`src/rtl/ft2232h_tx_stream.sv`:
```
// FT2232H synchronous 245 FIFO write engine.
// A valid/ready word stream (or an internal 8-bit counter) is serialised LSB byte
// first onto D[7:0]/WR#. A byte counts as sent only on an edge where WR# was low
// and TXE# is low, so a burst interrupted by TXE# resumes without loss or repeats.
module ft2232h_tx_stream #(
  parameter int         DEPTH        = 16,
  parameter int         BYTES        = 1,
  parameter int         MODE         = 0,
  parameter logic [7:0] PATTERN_SEED = 8'd69
) (
  input  logic                     clk,
  input  logic                     reset,
  input  logic                     txe,
  input  logic [8*BYTES-1:0]       in_data,
  input  logic                     in_valid,
  output logic                     in_ready,
  output logic                     wr,
  output logic [7:0]               data_out,
  output logic [$clog2(DEPTH):0]   fifo_level,
  output logic [31:0]              sent_count
);

  localparam int            AW       = $clog2(DEPTH);
  localparam int            IW       = (BYTES > 1) ? $clog2(BYTES) : 1;
  localparam logic [IW-1:0] LAST_IDX = IW'(BYTES - 1);

  // Bit 0 of the encoding is WR# itself, so the pin comes straight off a flop.
  typedef enum logic [1:0] {
    SEND = 2'b00,
    IDLE = 2'b01,
    HOLD = 2'b11
  } state_t;

  state_t               state, state_next;

  logic [8*BYTES-1:0]   mem [DEPTH];
  logic [AW-1:0]        rd_ptr, wr_ptr;
  logic [AW:0]          count;

  logic [8*BYTES-1:0]   owr, owr_next;
  logic                 owr_valid, owr_valid_next;
  logic [IW-1:0]        byte_idx, idx_next;
  logic [7:0]           pattern, pattern_next;

  logic                 full, fifo_empty, push, pop, commit, word_done;
  logic                 pending_next;
  logic [7:0]           byte_next;

  assign wr         = state[0];
  assign fifo_level = count;

  // Handshake, commit detection and the post-edge view of the output word.
  always_comb begin
    // NOTE: every signal gets a default first so no path can leave one unassigned and infer a latch.
    full           = (count == (AW+1)'(DEPTH));
    fifo_empty     = (count == '0);
    in_ready       = reset & ~full & (MODE == 0);
    push           = in_valid & in_ready;
    commit         = ~wr & ~txe;
    word_done      = commit & (byte_idx == LAST_IDX);
    pop            = (MODE == 0) & ~fifo_empty & (~owr_valid | word_done);
    owr_next       = owr;
    owr_valid_next = owr_valid;
    idx_next       = byte_idx;
    pattern_next   = pattern + {7'd0, commit};

    if (commit) idx_next = word_done ? '0 : byte_idx + 1'b1;
    if (word_done) owr_valid_next = 1'b0;
    // Reload on the same edge the last byte leaves, so words go out back-to-back.
    if (pop) begin
      owr_next       = mem[rd_ptr];
      owr_valid_next = 1'b1;
    end

    if (MODE == 1) begin
      pending_next = 1'b1;
      byte_next    = pattern_next;
    end else begin
      pending_next = owr_valid_next;
      byte_next    = owr_next[{idx_next, 3'b000} +: 8];
    end
  end

  // Pin-level state: SEND drives WR# low, IDLE/HOLD keep it high.
  always_comb begin
    state_next = state;
    if (!pending_next)   state_next = IDLE;
    else if (!txe)       state_next = SEND;
    else if (state == IDLE) state_next = IDLE;
    else                 state_next = HOLD;
  end

  // State, output byte, counters and FIFO pointers.
  always_ff @(posedge clk) begin
    // NOTE: non-blocking assignments so every flop samples pre-edge values, independent of statement order.
    if (!reset) begin
      state      <= IDLE;
      data_out   <= '0;
      owr        <= '0;
      owr_valid  <= 1'b0;
      byte_idx   <= '0;
      pattern    <= PATTERN_SEED;
      sent_count <= '0;
      rd_ptr     <= '0;
      wr_ptr     <= '0;
      count      <= '0;
    end else begin
      state     <= state_next;
      owr       <= owr_next;
      owr_valid <= owr_valid_next;
      byte_idx  <= idx_next;
      pattern   <= pattern_next;
      if (pending_next) data_out <= byte_next;
      if (commit)       sent_count <= sent_count + 32'd1;
      if (push)         wr_ptr <= wr_ptr + 1'b1;
      if (pop)          rd_ptr <= rd_ptr + 1'b1;
      count <= count + (AW+1)'(push) - (AW+1)'(pop);
    end
  end

  // FIFO storage write port.
  always_ff @(posedge clk) begin
    // NOTE: storage is deliberately not reset; the pointers and count define which entries are valid.
    if (push) mem[wr_ptr] <= in_data;
  end

endmodule

```
`config.mk`:
```
export PLATFORM = sky130hd
export DESIGN_NAME = ft2232h_tx_stream
export DESIGN_NICKNAME = d
export VERILOG_FILES = /design/src/rtl/ft2232h_tx_stream.sv
export SDC_FILE = /design/constraint.sdc
export NUM_CORES = 1
export LEC_CHECK = 0
export ABC_AREA = 1
export CAP_MARGIN = 20
export CORE_ASPECT_RATIO = 1.5
export CORE_MARGIN = 8
export CORE_UTILIZATION = 59
export CTS_CLUSTER_SIZE = 30
export DETAILED_ROUTE_END_ITERATION = 12
export GPL_ROUTABILITY_DRIVEN = 0
export PLACE_DENSITY = 0.8
export SYNTH_ARGS = -nofsm -noshare
export SYNTH_HDL_FRONTEND = slang
export SYNTH_SLANG_ARGS = --single-unit
```
`constraint.sdc`:
```
create_clock -name clk -period 3.3 [get_ports clk]
set_clock_uncertainty 0.05 [all_clocks]
set_input_delay 0.825 -clock clk [delete_from_list [all_inputs] [get_ports clk]]
set_output_delay 0.825 -clock clk [all_outputs]
set_load 0.01 [all_outputs]
```
# Yosys cells after proc, flatten, opt, wreduce, memory -nomap -nowiden
# Memory sizes are Yosys's and may differ from the RTL's. A register that Yosys moved wholly into a read port is not among the register bits.
# Cells that the tools add are included.
# Widths: inputs -> output; s select.
dict set report op_classes {
  n_reduce_logical 3
  n_addsub 6
  n_mux 11
  eq_ne 2
  n_shift 1
  bitwise 12
}
# op n
set ops {}
lappend ops {{$add 32x1->32 const B} 1}
lappend ops {{$add 4x1->4 const B} 2}
lappend ops {{$mux 4} 2}
lappend ops {{$mux 8} 1}
lappend ops {{$shiftx 8x5->8} 1}
lappend ops {{$mux 1} 7}
lappend ops {{$not 1->1} 6}
lappend ops {{$add 5x1->5} 1}
lappend ops {{$and 1x1->1} 5}
lappend ops {{$eq 5x5->1 const B} 1}
lappend ops {{$logic_not 5->1} 1}
lappend ops {{$sub 5x1->5} 1}
lappend ops {{$reduce_and 3->1} 1}
lappend ops {{$eq 2x1->1 const B} 1}
lappend ops {{$mux 2} 1}
lappend ops {{$reduce_and 2->1} 1}
lappend ops {{$add 1x1->1 const B} 1}
lappend ops {{$or 1x1->1} 1}
dict set report word_totals {
  mem_count 1
  reg_bits 65
  ramBits 128
  wordCells 46
}
# name depth word_bits rd rd_clocked_by_memory_dff wr line_no
set memory_table {}
lappend memory_table {mem 16 8 1 1 1 36} ;# logic [8*BYTES-1:0] mem [DEPTH];

# Longest topological paths before layout
dict set report depth {
  ltp_word 7
  ltp_mapped 14
}

# Worst setup path before layout
# No wires, ideal clock.
dict set report synth_timing {
  kind {input to register}
  startpoint {in txe}
  endpoint {reg count[4] (netlist: fifo_level[4])}
  cell_stages 14
  required_time_ns 3.131
  setup_slack_ns 0.631
  t_arrival_ns 2.499
  cell_sequence {inv_2 > nand2_2 > o21ai_2 > nand2_1 > inv_2 > buf_2 > ha_1 > inv_1 > ha_1 > fa_1 > nand3_1 > nand2_1 > o21ai_0 > a21oi_1}
}
dict set report synth_via {
  elab_chain_cells 6
}
# element line_no
set synth_lines {}
lappend synth_lines {{from (decl)} 13} ;# input logic txe,
lappend synth_lines {{$not 1->1} 59} ;# commit = ~wr & ~txe;
lappend synth_lines {{$and 1x1->1} 59}
lappend synth_lines {{$and 1x1->1} 60} ;# word_done = commit & (byte_idx == LAST_IDX);
lappend synth_lines {{$or 1x1->1} 61} ;# pop = (MODE == 0) & ~fifo_empty & (~owr_valid | word_done);
lappend synth_lines {{$and 1x1->1} 61}
lappend synth_lines {{$sub 5x1->5} 117} ;# count <= count + (AW+1)'(push) - (AW+1)'(pop);
lappend synth_lines {{to (signal assigned)} 117}
lappend synth_lines {{to (decl)} 38} ;# logic [AW:0] count;
# Every way passes these cells.
# A chain may end at the register's enable or synchronous reset.

# Worst setup path after layout
dict set report layout_timing {
  startpoint {in reset}
  endpoint {out in_ready}
}
dict set report layout_via {
  elab_chain_cells 1
}
# element line_no
set layout_lines {}
lappend layout_lines {{from (decl)} 12} ;# input logic reset,
lappend layout_lines {{$and 1x1->1} 57} ;# in_ready = reset & ~full & (MODE == 0);
lappend layout_lines {{to (decl)} 16} ;# output logic in_ready,
# Every way passes these cells.

==> impl_metrics.tcl <==
set metrics [dict create \
    status "completed" \
    clockRootBuffer "clkbuf_16" \
    rsz0062_at_grt "false" \
    initial_core_util 0.595 \
    dp_cells 1273 \
    synth_area_per_cell_sq_um 8.67 \
    core_area_sq_um 14900 \
    ys_types 32 \
    synthTopCellsByArea "edfxtp_1 43%, dfxtp_1 15%, nand2_1 15%" \
    die_height_um 166 \
    hpwl_um 14600 \
    synth_edf_count 128 \
    p_leak_nw 4.21 \
    clockBufferDepth 2 \
    final_util 0.694 \
    nets 1118 \
    worstHoldEndpoint "data_out[3]" \
    cap_violations 0 \
    ant_nets 0 \
    drt_first_pass_iters 6 \
    drt-total-wl_um 21000 \
    vias 6819 \
    final_cells 1305 \
    diodes 0 \
    cts_setup_buffers 0 \
    grt_max_degree 36 \
    crit_path_frequent_cell "clkdlybuf4s50_1" \
    routedWlPerCell_um 16.1 \
    yosysMostFrequentCell "nand2_1" \
    final-hold-violation-count 0 \
    hp-class "flop to flop" \
    cp_slowest_cell "clkdlybuf4s50_1" \
    syn_to_final_growth_pct 16.7 \
    dieArea_sq_um 19300 \
    io-pin-count 59 \
    drc 0 \
    final_area_sq_um 10400 \
    synth_nets 1050 \
    grt.overflow.total 0 \
    max_stage_delay_ns 0.65 \
    place.port_buffers 58 \
    worstMarginPinSlew_ns 1.08 \
    vias_per_cell 5.23 \
    clk_latency_ns 0.43 \
    synth_top_area_share 0.433 \
    cts_made_buffers 17 \
    r2r-start "fifo_level[3]" \
    start_kind "primary input" \
    synth_seq_cells 196 \
    synthFlopType "edfxtp_1" \
    async_flop_share 0 \
    worst-setup-path-type "primary input to output pin" \
    r2r_slack_ns 0.81 \
    ys_warn_count 0 \
    period_share 0.916 \
    crit_required_ns 2.42 \
    finalCriticalPeriod_ns 3.02 \
    drive_gt1_frac 0.0787 \
    whs_path_depth 2 \
    critPathMaxFanout 8 \
    drt_iter0_drc 436 \
    powerDensity_nw_per_um2 661 \
    place_area_sq_um 9750 \
    ir_drop_uv 428 \
    ys_seq_area_frac 0.586 \
    startpoint "reset" \
    fp-row-count 55 \
    htreeDepth 4 \
    fin_hold_ws_ns 0.402 \
    cts_hold_buf 0 \
    track_usage 0.225 \
    path_clk_slew_ns 0.07 \
    yosysTopAreaCell "edfxtp_1" \
    syn_area_sq_um 8880 \
    r2r_end "fifo_level[4]" \
    slew_viol_final 0 \
    die_w_um 116 \
    grt_pass1_vias 6730 \
    max_clock_freq_ghz 0.331 \
    min_from "data_out[3]" \
    max_slew_margin 0.276 \
    setup-violations-final 0 \
    end_kind "output pin" \
    worstPathArrival_ns 2.15 \
    r2r_cells 13 \
    path_cells "clkdlybuf4s50_1 -> nand2_1 -> inv_1 -> clkdlybuf4s50_1" \
    synthTopCellsByCount "348 x nand2_1, 128 x edfxtp_1, 124 x inv_1, 111 x nand3_1, 98 x nor2_1" \
    cts.sinks 196 \
    cts_tree "done" \
    ctsResizeCount 0 \
    grt_pass1_wl_um 33200 \
    setup-tns-final_ns 0 \
    antenna_found_initial 0 \
    synthCells 1025 \
]
-- critical path, delay by kind of cell --
kind	cells	cell delay (ns)
simple gates	1	0.09
buf+inv	3	1.24
-- cell families after synthesis --
family	synth area share
xor+xnor	0.00789
compound gates	0.0275
fa+ha+maj	0.0192
flops	0.586
buf+inv	0.0714
simple gates	0.288
-- worst max path at each step --
stage,slack (ns),cells after the start,to
finish,0.28,4,in_ready
global route,0.20,4,in_ready
CTS,0.26,4,in_ready
detailed placement,0.13,14,fifo_level[4]
global placement,0.13,14,fifo_level[4]
floorplan,0.63,14,fifo_level[4]
-- metal layers --
layer  part of all wire  vias up  track usage
li1                   -     3409            -
met1               0.36     3146        0.229
met3              0.044       53       0.0411
met5                  0        -            0
met4              0.048        0        0.126
met2               0.55      211        0.415
-- metrics by stage --
step,worst slack (ns),power [mW]
floorplan,0.631,4.15
global placement,0.128,4.74
detailed placement,0.129,4.79
CTS,0.259,6.88
global route,0.204,7.20
finish,0.276,6.85
-- flip-flops by register name, summed over array words and instances (netlist names), named ones only --
name        count
mem           128
sent_count     32
data_out        8
owr             8
fifo_level      5
rd_ptr          4
wr_ptr          4
byte_idx        1
owr_valid       1
state           1
-- final cells by class --
type                            instances  area (sq um)
Sequential cell                       196          5210
Fill cell                            1176          4570
Multi-Input combinational cell        666          3040
Timing Repair Buffer                   83           768
Inverter                              129           484
Clock buffer                           18           450
Tap cell                              199           249
Clock inverter                         14           161
-- layout by cell type (no fill, tap or decap), types with 18 or more instances in the layout --
cell type / instances
inv_1: 124
nand2_1: 348
a21oi_1: 27
clkbuf_16: 18
clkdlybuf4s50_1: 58
nand3_1: 111
nor2_1: 98
dfxtp_1: 67
edfxtp_1: 128
buf_4: 25
-- power by group --
part	total [mW]	switching, mW	internal (mW)
clock network	2.10	0.972	1.13
registers	2.92	0.145	2.78
logic	1.83	1.22	0.611
total	6.85	2.33	4.52
Power figures use the tool's default switching activity.
==> patch 1: new RTL, same settings <==
Change the parameter `DEPTH` from 16 to 8.
--- a/src/rtl/ft2232h_tx_stream.sv
+++ b/src/rtl/ft2232h_tx_stream.sv
@@ -3,7 +3,7 @@
 // first onto D[7:0]/WR#. A byte counts as sent only on an edge where WR# was low
 // and TXE# is low, so a burst interrupted by TXE# resumes without loss or repeats.
 module ft2232h_tx_stream #(
-  parameter int         DEPTH        = 16,
+  parameter int         DEPTH        = 8,
   parameter int         BYTES        = 1,
   parameter int         MODE         = 0,
   parameter logic [7:0] PATTERN_SEED = 8'd69
Interface: changed (resized fifo_level); port bits go from 59 to 58. No check against the original RTL was run, so the function may have changed too.
==> patch 1 against the unedited design <==
Power is 28% lower. Synthesized area is 36% lower. Count of clock-buffer cells in the layout is 1 lower. Critical path type unchanged. Highest routed layer unchanged. Sequential cell count is 68 lower. Wire length is 34% lower. Setup slack worse by 0.13 ns. Final area is 33% lower. Critical path depth stayed put. Via count is 31% lower. Critical endpoint unchanged.
==> patch 1: results (changes against the unedited design) <==
----------------------------------------------------
[Route]
  1st-pass router iterations ... 5 (-1)
  Iteration-0 DRC Markers ... 297 (-32%)
  Mean routed wirelength per cell ... 16.2 um (+0.63%)
  Count of vias placed by the detailed router ... 4718 (-31%)

[Run status]
  Outcome ... finished, final reports clean

[CTS]
  Resized cells post-CTS ... 0 (unchanged)
  Clock-pin slew reported for the worst setup and hold paths after clock tree synthesis ... 0.05 ns (-0.02 ns)
  # Post-CTS Setup Buffers ... 0 (unchanged)
  Maximum buffer depth of the clock tree ... 2 (unchanged)
  Insertion delay to the later sink of the worst-skew pair ... 0.41 ns (-0.02 ns)
  Number of levels in the clock H-tree ... 4 (unchanged)
  CTS root buf ... sky130_fd_sc_hd__clkbuf_16
  Total CTS buffers ... 17 (unchanged)

[Logic synthesis]
  Predominant post-synthesis flop cell ... sky130_fd_sc_hd__edfxtp_1
  Synth cell count leaders ... sky130_fd_sc_hd__nand2_1, sky130_fd_sc_hd__nand3_1, sky130_fd_sc_hd__inv_1, sky130_fd_sc_hd__nor2_1
  Synth Area in Compound Gates ... 5.54% (+2.8 points)
  Portion of synthesized cell area occupied by the leading cell type ... 33.9% (-9.4 points)
  Post-synth EDFFs ... 64 (-50%)
  Synth warn ... 0 (unchanged)
  Adder-cell share of the synthesized area ... 2.34% (+0.42 points)
  Post-synthesis cell type count ... 32 (unchanged)
  Fraction of registers with async set or reset after synthesis ... 0% (unchanged)
  Post-synthesis share of cell area spent on xor and xnor gates ... 0.309% (-0.48 points)
  Fraction of the yosys area taken by sequential cells ... 56.5% (-2.1 points)
  Largest cells by area after synthesis ... sky130_fd_sc_hd__edfxtp_1, sky130_fd_sc_hd__dfxtp_1, sky130_fd_sc_hd__nand2_1
  Multiplexer fraction of the synthesized cell area ... 0% (unchanged)
  Syn_nets ... 680 (-35%)

[Worst setup path]
  Critical path's largest stage delay ... 0.60 ns (-0.05 ns)
  Cell count of the worst reg-to-reg path ... 11 (-2)
  Worst EP arrival ... 2.28 ns (+0.13 ns)
  Dominant delay contributor by cell family on the critical path ... buffers and inverters
  Maximum fanout encountered on the critical timing path ... 3 (-5)
  Slowest cell on crit path ... sky130_fd_sc_hd__clkdlybuf4s50_1

[Placed design]
  Cell area after placement ... 0.00639 mm^2 (-34%)
  Detailed placement HPWL ... 9.42 mm (-35%)
  Port Buf Inserts ... 57 (-1.7%)

[Cells and area]
  Diode insertion count for antenna repair ... 0 (unchanged)
  Layout cells sized above 1 ... 9.16% (+1.3 points)
  Largest registers ... mem (64), sent_count (32)
  Post-layout nets ... 751 (-33%)

[Power and ir drop]
  Reported leakage power ... 2.71 nW (-36%)
  Worst vdd rail ir drop ... 419 uV (-2.1%)

[STA]
  Max-slew headroom ... 39.2% (+12 points)

[Global routing]
  Largest net degree at the start of global routing ... 35 (-2.8%)
  First-pass GRT wire length ... 22.3 mm (-33%)
  Antenna violations before repair ... 0 (unchanged)
  Overall Global Routing Usage ... 22.4% (-0.11 points)

[Worst hold path]
  Hold Path Cell Cnt ... 2 (unchanged)
  Class of the worst hold path ... register to register

----------------------------------------------------
[patch 1: changes by cell type after synthesis, sizes merged, moves of 7 or more]
| cell | change |
|---|---|
| nand3 | -29 |
| inv | -54 |
| nor2 | -31 |
| edfxtp | -64 |
| clkbuf | -11 |
| nand2 | -174 |
| nor3 | +7 |
| o21ai | +9 |
| nand3b | -10 |
[patch 1: worst register-to-register path: stages (launching register included)]
cell	delay, ns
sky130_fd_sc_hd__dfxtp_1	0.33
sky130_fd_sc_hd__inv_1	0.08
sky130_fd_sc_hd__ha_1	0.23
sky130_fd_sc_hd__a31oi_2	0.27
sky130_fd_sc_hd__nand2_1	0.13
sky130_fd_sc_hd__ha_1	0.30
sky130_fd_sc_hd__inv_1	0.05
sky130_fd_sc_hd__ha_1	0.15
sky130_fd_sc_hd__inv_1	0.06
sky130_fd_sc_hd__fa_1	0.37
sky130_fd_sc_hd__xor2_1	0.14
sky130_fd_sc_hd__nor2_1	0.05
[patch 1: per-stage QoR]
stage / hold WS [ns] / cells / total power [mW] / worst slack [ns]
finish: 0.408 / 857 / 4.95 / 0.144
global route: 0.438 / 857 / 5.19 / 0.0978
CTS: 0.412 / 857 / 4.97 / 0.130
detailed placement: 0.401 / 825 / 3.10 / 0.166
global placement: 0.393 / 825 / 3.05 / 0.185
floorplan: 0.383 / 658 / 2.70 / 0.588
[patch 1: path summary, 6_finish.rpt]
kind	start	to	slack, ns
max reg2reg	fifo_level[2]	fifo_level[2]	0.97
max	reset	in_ready	0.14
min reg2reg	data_out[1]	data_out[1]	0.41
min	data_out[1]	data_out[1]	0.41
[patch 1: routing by layer]
metal  part of all wire (%)  vias to the layer above  GRT usage (%)
li1                       -                     2299              -
met1                     36                     2206           21.6
met2                     54                      164           40.5
met3                    5.4                       49           5.53
met4                    5.3                        0           14.4
met5                      0                        -              0
[patch 1: power by group]
part           internal [mW]  switching, mW  total [mW]
Combinational          0.420          0.750        1.17
Sequential              1.83         0.0792        1.91
Clock                   1.18          0.689        1.87
[patch 1: cell type report]
type / count / area, um^2
sequential: 128 / 3200
clock buffer: 17 / 425
timing repair buffer: 71 / 676
inverter: 75 / 282
clock inverter: 15 / 169
fill: 696 / 2530
multi-input combinational: 436 / 2090
tap: 115 / 144
[patch 1: logic make-up (layout without fill, tap and decap cells)]
family,count (synthesis),count (layout)
AO/OA/AOI/OAI,58,58
XOR/XNOR,2,2
adder cells (fa/ha/maj),10,10
buffers and inverters,94,178
flip-flops,128,128
AND/OR/NAND/NOR,366,366
==> patch 2: new RTL, same flow settings <==
Made on the original files. Put one more register stage on the output `sent_count`, without a reset. The value now appears one clock later. The other outputs are not delayed to match.
--- a/src/rtl/ft2232h_tx_stream.sv
+++ b/src/rtl/ft2232h_tx_stream.sv
@@ -30,6 +30,8 @@
     IDLE = 2'b01,
     HOLD = 2'b11
   } state_t;
+
+  logic [31:0] sent_count_s0;
 
   state_t               state, state_next;
 
@@ -100,7 +102,7 @@
       owr_valid  <= 1'b0;
       byte_idx   <= '0;
       pattern    <= PATTERN_SEED;
-      sent_count <= '0;
+      sent_count_s0 <= '0;
       rd_ptr     <= '0;
       wr_ptr     <= '0;
       count      <= '0;
@@ -111,7 +113,7 @@
       byte_idx  <= idx_next;
       pattern   <= pattern_next;
       if (pending_next) data_out <= byte_next;
-      if (commit)       sent_count <= sent_count + 32'd1;
+      if (commit)       sent_count_s0 <= sent_count_s0 + 32'd1;
       if (push)         wr_ptr <= wr_ptr + 1'b1;
       if (pop)          rd_ptr <= rd_ptr + 1'b1;
       count <= count + (AW+1)'(push) - (AW+1)'(pop);
@@ -124,5 +126,9 @@
     if (push) mem[wr_ptr] <= in_data;
   end
 
+  always_ff @(posedge clk) begin
+    sent_count <= sent_count_s0;
+  end
+
 endmodule
 
Check against the original RTL: not equivalent (Yosys sat finds a counterexample within 4 cycles, from zero or initial values and one cycle with reset low).
==> patch 2 against the unedited design <==
Critical path depth unchanged. Synthesized area rose by 7.4%. Largest power group unchanged. Sequential cell count increased by 32. Setup slack better by 0.19 ns. Power is 7.2% higher. Clock power increased by 6%. Wire length increased by 3.3%. Final area is 6.7% higher.
==> patch 2: results (changes against the unedited design) <==
----------------------------------------------------
[Route]
  Met2 routed WL ... 11.7 mm (+2.1%)
  1st-pass router iterations ... 7 (+1)
  Uppermost layer routed ... met4
  Iteration-0 DRC Markers ... 457 (+4.8%)
  Metal1 wirelength ... 7.78 mm (+1.9%)
  Met3 routed wirelength ... 1.06 mm (+16%)
  Mean routed wirelength per cell ... 16.0 um (-0.63%)
  Vias per cell ... 5.29 (+1.2%)

[Power and ir drop]
  Sw frac ... 31.9% (-2.2 points)
  Combinational gate power ... 1.87 mW (+2%)
  Clk network pwr share ... 30.2% (-0.4 points)
  Total power per unit cell area ... 664 mW/mm^2 (+0.50%)
  Worst vdd rail ir drop ... 582 uV (+36%)
  Reported leakage power ... 4.52 nW (+7.3%)

[Placed design]
  Detailed placement HPWL ... 14.6 mm (+0.28%)

[Worst setup path]
  Startpoint of the worst register-to-register path ... fifo_level[2]
  Maximum fanout encountered on the critical timing path ... 3 (-5)
  Critical path's largest stage delay ... 0.52 ns (-0.13 ns)
  Dominant delay contributor by cell family on the critical path ... buffers and inverters
  Worst EP arrival ... 1.96 ns (-0.19 ns)

[Logic synthesis]
  Syn_nets ... 1090 (+3.8%)
  Synth cell count leaders ... sky130_fd_sc_hd__nand2_1, sky130_fd_sc_hd__edfxtp_1, sky130_fd_sc_hd__inv_1, sky130_fd_sc_hd__nand3_1, sky130_fd_sc_hd__nor2_1
  Fraction of the yosys area taken by sequential cells ... 61.3% (+2.7 points)
  Post-synthesis cell type count ... 32 (unchanged)
  Fraction of registers with async set or reset after synthesis ... 0% (unchanged)
  Largest cells by area after synthesis ... sky130_fd_sc_hd__edfxtp_1, sky130_fd_sc_hd__dfxtp_1, sky130_fd_sc_hd__nand2_1

[Worst hold path]
  Startpoint of the tightest hold check path ... sent_count_s0[31]
  Hold Path Cell Cnt ... 0 (-2)
  Hold Path Sink ... sent_count[31]

[Global routing]
  Met2 Track Usage GR ... 40.7% (-0.77 points)
  Overall Global Routing Usage ... 21.4% (-1.2 points)
  Largest net degree at the start of global routing ... 65 (+81%)
  First-pass GRT wire length ... 34.7 mm (+4.7%)
  Met3 track utilization from global routing ... 3.25% (-0.86 points)
  Met1 track demand over resource in global routing ... 21.5% (-1.3 points)
  Number of global-route vias before repair ... 7099 (+5.5%)

[Cells and area]
  Diode insertion count for antenna repair ... 0 (unchanged)
  Largest registers ... mem (128), sent_count (32), sent_count_s0 (32)
  Post-layout nets ... 1162 (+3.9%)
  Number of filler instances in the final layout ... 1234 (+4.9%)
  Layout cells sized above 1 ... 7.21% (-0.66 points)

[CTS]
  Insertion delay to the later sink of the worst-skew pair ... 0.49 ns (+0.06 ns)
  Clock-pin slew reported for the worst setup and hold paths after clock tree synthesis ... 0.07 ns (about the same)
  Total CTS buffers ... 20 (+3)
  Maximum buffer depth of the clock tree ... 3 (+1)
  Number of levels in the clock H-tree ... 1 (-3)

[Run status]
  Outcome ... finished, final reports clean

[STA]
  Final Hold Slack ... 0.331 ns (-0.0715 ns)
  Max-slew headroom ... 54.6% (+27 points)

----------------------------------------------------
[patch 2: cell count changes after synthesis, moves of 3 or more]
cell / change
sky130_fd_sc_hd__a21oi_1: +4
sky130_fd_sc_hd__o21ai_0: -6
sky130_fd_sc_hd__nor3_1: -3
sky130_fd_sc_hd__o21ai_1: +5
sky130_fd_sc_hd__inv_1: -3
sky130_fd_sc_hd__clkbuf_1: -3
sky130_fd_sc_hd__nand2_1: +16
sky130_fd_sc_hd__nand2_2: -4
sky130_fd_sc_hd__dfxtp_1: +32
sky130_fd_sc_hd__nand3_1: -5
sky130_fd_sc_hd__nor2_1: +4
sky130_fd_sc_hd__nor2_4: -4
sky130_fd_sc_hd__nand3_2: +3
[patch 2: kinds of logic (layout without fill, tap and decap cells)]
kind of cell	Yosys count	count (layout)	synth area share (%)
AND/OR/NAND/NOR	605	605	26.9
flip-flops	228	228	61.3
buffers and inverters	162	248	6.74
AO/OA/AOI/OAI	50	50	2.73
adder cells (fa/ha/maj)	13	13	1.78
XOR/XNOR	7	7	0.642
[patch 2: metrics by stage]
step	instances	cell area, um^2	utilization (%)	worst slack (ns)
finish	1357	11100	68.9	0.464
floorplan	1065	9540	-	0.591
global route	1357	11100	68.9	0.392
global placement	1320	10400	64.9	0.135
detailed placement	1320	10400	64.9	0.126
CTS	1356	11000	68.8	0.463
[patch 2: final cells by class]
cell class	count	area, um^2	area share (%)
clock buffer	25	561	5.07
clock inverter	11	71.3	0.645
inverter	128	480	4.34
multi-input combinational	675	3050	27.6
sequential	228	5850	52.9
tap	206	258	2.33
timing repair buffer	84	788	7.13
